### src/rtl/branch_train_queue.sv
// Training-record FIFO between EX branch resolution and the perceptron predictor.
// Also owns the architectural global history and a saturating mispredict counter.
module branch_train_queue #(
  parameter int DEPTH     = 4,
  parameter int HIST      = 28,
  parameter int PC_WIDTH  = 32,
  parameter int CNT_WIDTH = 16
) (
  input  logic                         clk,
  input  logic                         rst,
  input  logic                         in_valid,
  input  logic [PC_WIDTH-1:0]          in_pc,
  input  logic                         in_taken,
  input  logic                         in_pred_taken,
  output logic                         in_ready,
  output logic                         out_valid,
  output logic [PC_WIDTH-1:0]          out_pc,
  output logic                         out_taken,
  output logic [HIST-1:0]              out_ghr,
  input  logic                         out_ready,
  output logic [HIST-1:0]              ghr,
  output logic [$clog2(DEPTH+1)-1:0]   count,
  output logic                         overflow,
  output logic [CNT_WIDTH-1:0]         mispredict_cnt
);

  localparam int PW = $clog2(DEPTH);
  localparam int CW = $clog2(DEPTH + 1);
  localparam logic [CW-1:0] FULL = CW'(DEPTH);

  logic [PC_WIDTH-1:0]  pc_mem_q    [DEPTH];
  logic                 taken_mem_q [DEPTH];
  logic [HIST-1:0]      ghr_mem_q   [DEPTH];

  logic [PW-1:0]        wr_ptr_q, wr_ptr_d;
  logic [PW-1:0]        rd_ptr_q, rd_ptr_d;
  logic [CW-1:0]        count_q, count_d;
  logic [HIST-1:0]      ghr_q, ghr_d;
  logic                 overflow_q, overflow_d;
  logic [CNT_WIDTH-1:0] mis_q, mis_d;
  logic                 enq, deq;

  // A full queue still accepts when the head leaves in the same cycle.
  assign in_ready  = (count_q != FULL) || out_ready;
  assign out_valid = (count_q != '0);
  assign enq       = in_valid && in_ready;
  assign deq       = out_valid && out_ready;

  assign out_pc         = pc_mem_q[rd_ptr_q];
  assign out_taken      = taken_mem_q[rd_ptr_q];
  assign out_ghr        = ghr_mem_q[rd_ptr_q];
  assign ghr            = ghr_q;
  assign count          = count_q;
  assign overflow       = overflow_q;
  assign mispredict_cnt = mis_q;

  always_comb begin
    wr_ptr_d   = enq ? wr_ptr_q + PW'(1) : wr_ptr_q;
    rd_ptr_d   = deq ? rd_ptr_q + PW'(1) : rd_ptr_q;
    count_d    = count_q;
    case ({enq, deq})
      2'b10:   count_d = count_q + CW'(1);
      2'b01:   count_d = count_q - CW'(1);
      default: count_d = count_q;
    endcase
    // History advances on every resolved branch, accepted or dropped.
    ghr_d      = in_valid ? {ghr_q[HIST-2:0], in_taken} : ghr_q;
    overflow_d = overflow_q | (in_valid & ~in_ready);
    mis_d      = mis_q;
    if (in_valid && (in_taken != in_pred_taken) && (mis_q != '1))
      mis_d = mis_q + CNT_WIDTH'(1);
  end

  always_ff @(posedge clk) begin
    if (!rst) begin
      wr_ptr_q   <= '0;
      rd_ptr_q   <= '0;
      count_q    <= '0;
      ghr_q      <= '0;
      overflow_q <= 1'b0;
      mis_q      <= '0;
    end else begin
      wr_ptr_q   <= wr_ptr_d;
      rd_ptr_q   <= rd_ptr_d;
      count_q    <= count_d;
      ghr_q      <= ghr_d;
      overflow_q <= overflow_d;
      mis_q      <= mis_d;
    end
  end

  // Snapshot is the history preceding this branch (pre-shift value).
  always_ff @(posedge clk) begin
    if (enq) begin
      pc_mem_q[wr_ptr_q]    <= in_pc;
      taken_mem_q[wr_ptr_q] <= in_taken;
      ghr_mem_q[wr_ptr_q]   <= ghr_q;
    end
  end

endmodule

### config.mk
export PLATFORM = sky130hd
export DESIGN_NAME = branch_train_queue
export DESIGN_NICKNAME = d
export VERILOG_FILES = /design/src/rtl/branch_train_queue.sv
export SDC_FILE = /design/constraint.sdc
export NUM_CORES = 1
export LEC_CHECK = 0
export CORE_MARGIN = 3
export CORE_UTILIZATION = 46
export DETAILED_ROUTE_END_ITERATION = 10
export GPL_ROUTABILITY_DRIVEN = 0
export PLACE_DENSITY = 0.69
export SLEW_MARGIN = 20
export SYNTH_ARGS = -nofsm -noshare
export SYNTH_HDL_FRONTEND = slang
export SYNTH_SLANG_ARGS = --single-unit
### constraint.sdc
create_clock -name clk -period 4.68 [get_ports clk]
set_input_delay 1.404 -clock clk [delete_from_list [all_inputs] [get_ports clk]]
set_output_delay 1.404 -clock clk [all_outputs]
set_load 0.1 [all_outputs]
==> results.py <==
metrics = {
    "synth": {
        "synth_adder_area_share_pct": 0.855,
        "synth-seq-cells": 298,
        "ys_seq_area_share_pct": 75.6,
        "mappedNetlistNets": 611,
        "syn_avg_cell_area_sq_um": 19.6,
        "synthSimpleGateAreaFrac_pct": 4.54,
        "post_synth_xor_area_fraction_pct": 0.540,
        "fraction_of_synthesis_flops_using_an_asynchronous_set_or_reset_pin_pct": 0,
        "synth-compound-area-share_pct": 1.82,
        "muxShareOfSynthArea_pct": 15.2,
        "number_of_synthesized_flops_with_an_enable_pin": 244,
        "unique_cell_type_count_in_the_yosys_netlist": 40,
        "synth_ff_type": "sky130_fd_sc_hd__edfxtp_1",
        "yosysWarnings": 0,
        "synth_top_family_by_area": "multiplexers",
        "synthesized_cell_area_sq_um": 11100,
        "post_synth_inst_count": 566,
    },
    "cts": {
        "cts_tree": "yes",
        "holdBufCountCts": 0,
        "cts.repair.resized": 0,
        "worst_setup_hold_path_clk_slew_ps": 60,
        "cts_post_setup_buffers_inserted": 0,
        "clock_path_buffers": 3,
        "clk_root_buffer_cell": "sky130_fd_sc_hd__clkbuf_16",
        "clkLatencyLatePin_ps": 540,
        "max_h_tree_level": 1,
        "cts_inserted_buffers": 30,
        "cts.sink_count": 298,
    },
    "grt": {
        "grt_use_total_pct": 16.9,
        "grt_pass1_vias": 6205,
        "global_route_wire_length_before_repair_microns": 34800,
        "grt_start_max_net_pins": 62,
        "gr-total-overflow": 0,
        "antenna_found_initial": 0,
    },
    "die": {
        "die-height_microns": 161,
        "floorplan.core_area_sq_um": 23600,
        "placement_rows": 56,
        "initial_utilization_pct": 47.1,
        "pin_count": 149,
        "dieArea_sq_um": 26100,
        "die_w_microns": 161,
    },
    "sta": {
        "fin_tns_setup_ps": 0,
        "rsz0062_at_grt": "no",
        "fin_crit_sh_pct": 87.1,
        "final_hold_viol_count": 0,
        "timing.final.setup_violations": 0,
        "timing_worst_slew_pin_value_ps": 1050,
        "worst_slew_slack_as_a_fraction_of_its_limit_pct": 30.0,
        "finalClockSkew_ps": 7.49,
        "maxSlewViolCount": 0,
        "layout_min_cycle_time_ps": 4080,
        "max_freq_mhz": 245,
    },
    "power": {
        "internal-power_mw": 5.40,
        "total_switching_power_mw": 3.11,
        "pwr-share-seq_pct": 36.9,
        "peakVddDrop_mv": 0.668,
        "clockPowerShare_pct": 31.0,
        "power_density_nw_per_um2": 609,
        "power.leakage_nw": 4.73,
        "switching_share_pct": 36.6,
        "gate_power_share_pct": 32.0,
    },
    "finish": {
        "post_route_cells_drive_above_1_share_pct": 26.1,
        "mostFrequentLayoutCell": "sky130_fd_sc_hd__edfxtp_1",
        "multi_input_comb_area_sq_um": 2580,
        "layout.nets": 775,
        "final.fill_count": 1687,
        "area_growth_syn_to_layout_pct": 25.6,
        "commonest_non_fill_non_tap_cells_in_the_layout": "sky130_fd_sc_hd__edfxtp_1, sky130_fd_sc_hd__clkdlybuf4s50_1, sky130_fd_sc_hd__buf_4",
        "n_antenna_cell": 0,
        "area_taken_by_flip_flops_and_latches_sq_um": 8420,
        "finish.instance_area_sq_um": 14000,
    },
    "setup_path": {
        "crit_path_start_kind": "input port",
        "cp_data_arrival_time_ps": 2670,
        "worst-endpoint-required_ps": 3280,
        "endpoint_kind": "output pin",
        "timing.setup.critical_path_class": "in2out",
        "cp_max_fo": 7,
    },
    "job": {
        "drv_cap": 0,
    },
    "detailed_routing": {
        "viasPerCell": 5.40,
        "routed_wire_length_per_instance_microns": 20.4,
        "ant_nets": 0,
        "detailedRoute.firstPassIterationCount": 6,
        "drt_wl_total_microns": 21800,
        "detailroute.via_count": 5799,
        "post-route-drc-count": 0,
        "drt_first_iter_violations": 406,
    },
    "place": {
        "placed_cell_area_sq_um": 12800,
        "port_buffers": 148,
        "detailedPlacementHpwl_microns": 13000,
    },
    "run_status": {
        "result_of_the_run": "finished clean",
    },
    "min_path": {
        "min_path_type": "reg2reg",
    },
}
## cell type report
cell class,count,share of cell area [%]
clock buffer,34,5.71
timing repair buffer,159,10.1
tap,319,2.86
clock inverter,22,2.35
sequential,298,60.2
inverter,10,0.269
multi-input combinational,231,18.4
## worst paths after layout
kind / startpoint / end / slack, ps / cells after the start
setup / recovery: out_ready / in_ready / 600 / 4
hold / removal: overflow / overflow / 480 / 2
setup reg to reg: count[0] / count[2] / 2110 / 10
hold reg to reg: overflow / overflow / 480 / 2
## power by group through the flow
stage	registers [mW]	logic [mW]	clock network [mW]
final	3.14	2.73	2.64
after global placement	3.19	2.74	0
after floorplan	3.24	2.15	0
after global routing	3.16	2.82	2.82
after detailed placement	3.20	2.75	0
after CTS	3.15	2.76	2.70
## state kept, by name, summed over array words and instances, names as in the netlist, named ones only
signal	cells
count	3
taken_mem_q	4
ghr	28
ghr_mem_q	112
rd_ptr_q	2
pc_mem_q	128
mispredict_cnt	16
wr_ptr_q	2
overflow	1
## cell families after synthesis
| family | after synthesis |
|---|---|
| flip-flops | 298 |
| XOR/XNOR | 6 |
| buffers and inverters | 37 |
| AO/OA/AOI/OAI | 31 |
| adder cells (fa/ha/maj) | 7 |
| multiplexers | 93 |
| AND/OR/NAND/NOR | 94 |
## routing by layer
metal	vias to the layer above	track usage [%]	share of wire, %
li1	2618	-	-
met1	2949	23.2	42
met2	201	28.1	49
met3	31	3.85	6.9
met4	0	3.83	1.7
met5	-	0	0
## Yosys cell counts (all sizes together) (3+ instances only)
| master | instances | area, sq um |
|---|---|---|
| inv | 10 | 37.5 |
| and3 | 9 | 56.3 |
| buf | 15 | 71.3 |
| a21oi | 11 | 55.1 |
| dfxtp | 54 | 1080 |
| o41ai | 3 | 26.3 |
| mux4 | 61 | 1370 |
| o21ai | 4 | 20.0 |
| xor2 | 4 | 42.6 |
| ha | 6 | 75.1 |
| nand4 | 7 | 50.1 |
| nor2 | 38 | 143 |
| clkbuf | 12 | 45.0 |
| edfxtp | 244 | 7330 |
| and4 | 6 | 52.6 |
| nand2b | 4 | 25.0 |
| nand2 | 10 | 40.0 |
| nand3 | 4 | 20.0 |
| nor4 | 4 | 37.5 |
| o31ai | 4 | 30.0 |
| or3 | 5 | 31.3 |
| mux2i | 32 | 320 |
## critical path, stage by stage
cell                              delay, ps
sky130_fd_sc_hd__clkdlybuf4s50_1        440
sky130_fd_sc_hd__nor4b_1                330
sky130_fd_sc_hd__inv_1                  210
sky130_fd_sc_hd__buf_4                  280
## stage by stage
stage	hold slack (ps)	setup WS, ps	instances	total power, mW	util [%]
final	481	604	1073	8.51	59.2
after global routing	514	517	1073	8.81	59.2
after CTS	490	603	1073	8.61	59.2
after detailed placement	464	613	1017	5.95	54.4
after global placement	458	668	1017	5.93	54.4
after floorplan	485	476	566	5.39	-
(Power assumes the default switching activity.)
==> edit: new RTL, same settings <==
Reset style: asynchronous (`rst`), changed in one clocked block.
--- a/src/rtl/branch_train_queue.sv
+++ b/src/rtl/branch_train_queue.sv
@@ -71,7 +71,7 @@
       mis_d = mis_q + CNT_WIDTH'(1);
   end
 
-  always_ff @(posedge clk) begin
+  always_ff @(posedge clk or negedge rst) begin
     if (!rst) begin
       wr_ptr_q   <= '0;
       rd_ptr_q   <= '0;
Check against the original RTL: differs if rst is asserted again (counterexample within 4 cycles, from zero or initial values and one cycle with rst low); with rst held inactive, the same outputs for 4 cycles.
==> edit against the unedited design <==
Wire length decreased by 8.2%; worst setup slack got worse by 0.022 ns; register-to-register slack improved by 0.02 ns; synthesized area decreased by 0.64%; global-route usage decreased by 1.2 points; sequential cell count decreased by 2; clock skew increased by 0.0057 ns; synthesized cell count decreased by 13%; design area decreased by 1.0%; critical endpoint unchanged.
Power is not shown: default switching activity piles up to over one toggle a cycle in this logic, so the estimate is an artifact.
==> edit: results (changes against the unedited design) <==
- The flow ran to the end, and the final reports show no timing, DRC or antenna violations.
- After synthesis, the most frequently instantiated cells are sky130_fd_sc_hd__edfxtp_1, sky130_fd_sc_hd__mux4_2, sky130_fd_sc_hd__dfrtp_1.
- The number of placed instances, taps included is 946 (-7.0%).
- The fraction of registers with async set or reset after synthesis came to 17.57% (+18 points).
- The number of distinct standard cells referenced by the synthesized netlist is 33 (-18%).
- Ranked by total cell area, the synthesized netlist is headed by sky130_fd_sc_hd__edfxtp_1, sky130_fd_sc_hd__mux4_2, sky130_fd_sc_hd__dfrtp_1.
- The logic depth of the worst register-to-register path is 9 (-1).
- The post-route standard cell area excluding fillers came to 13830 um2 (-1.0%).
- The worst-case hold path end point is overflow.
- The cell with the largest stage delay on the worst path is sky130_fd_sc_hd__or4b_1.
- The synthesized net count is 536 (-12%).
- The cell depth of the worst min-delay path is 1 (-1).
- The pre-CTS setup slack is 0.5749 ns (-0.03845 ns).
- The largest net degree at the start of global routing is 63 (+1.6%).
- The fraction of met1 tracks used by global routing was 22.02% (-1.1 points).
- The number of global-route vias before repair came to 5722 (-7.8%).
- The worst hold slack is 0.4896 ns (+0.008233 ns).
- The total global-route track usage is 15.69% (-1.2 points).
- The post-place instance area came to 12840 um2 (about the same).
- The average cell area after synthesis is 22.50 um2 (+15%).
- The met3 usage came to 4.178% (+0.33 points).
- The met2 track utilization from global routing is 25.28% (-2.8 points).
- The global-route wire length before repair came to 32070 um (-7.8%).
- The number of clock buffers inserted by TritonCTS is 29 (-3.3%).
- The hold path startpoint is overflow.
- The adder-cell share of the synthesized area is 0.8608% (+0.0055 points).
[edit: how the worst max path moves through the flow]
stage / slack (ns) / depth (start not counted) / endpoint
after detailed placement: 0.57 / 3 / in_ready
after floorplan: 0.20 / 3 / ghr_mem_q[0][0]
final: 0.58 / 3 / in_ready
after global routing: 0.53 / 3 / in_ready
after global placement: 0.62 / 3 / in_ready
after CTS: 0.57 / 3 / in_ready
[edit: layout make-up]
| cell class | instances | area share (%) |
|---|---|---|
| tap | 319 | 2.887 |
| sequential | 296 | 62.46 |
| multi-input combinational | 168 | 16.83 |
| timing repair buffer | 155 | 10.44 |
| inverter | 8 | 0.2172 |
| clock inverter | 10 | 1.104 |
| clock buffer | 43 | 6.063 |
[edit: worst max-delay path, delay by kind of cell]
kind	cells	cell delay, ns
simple gates	1	0.64
buf+inv	2	0.65
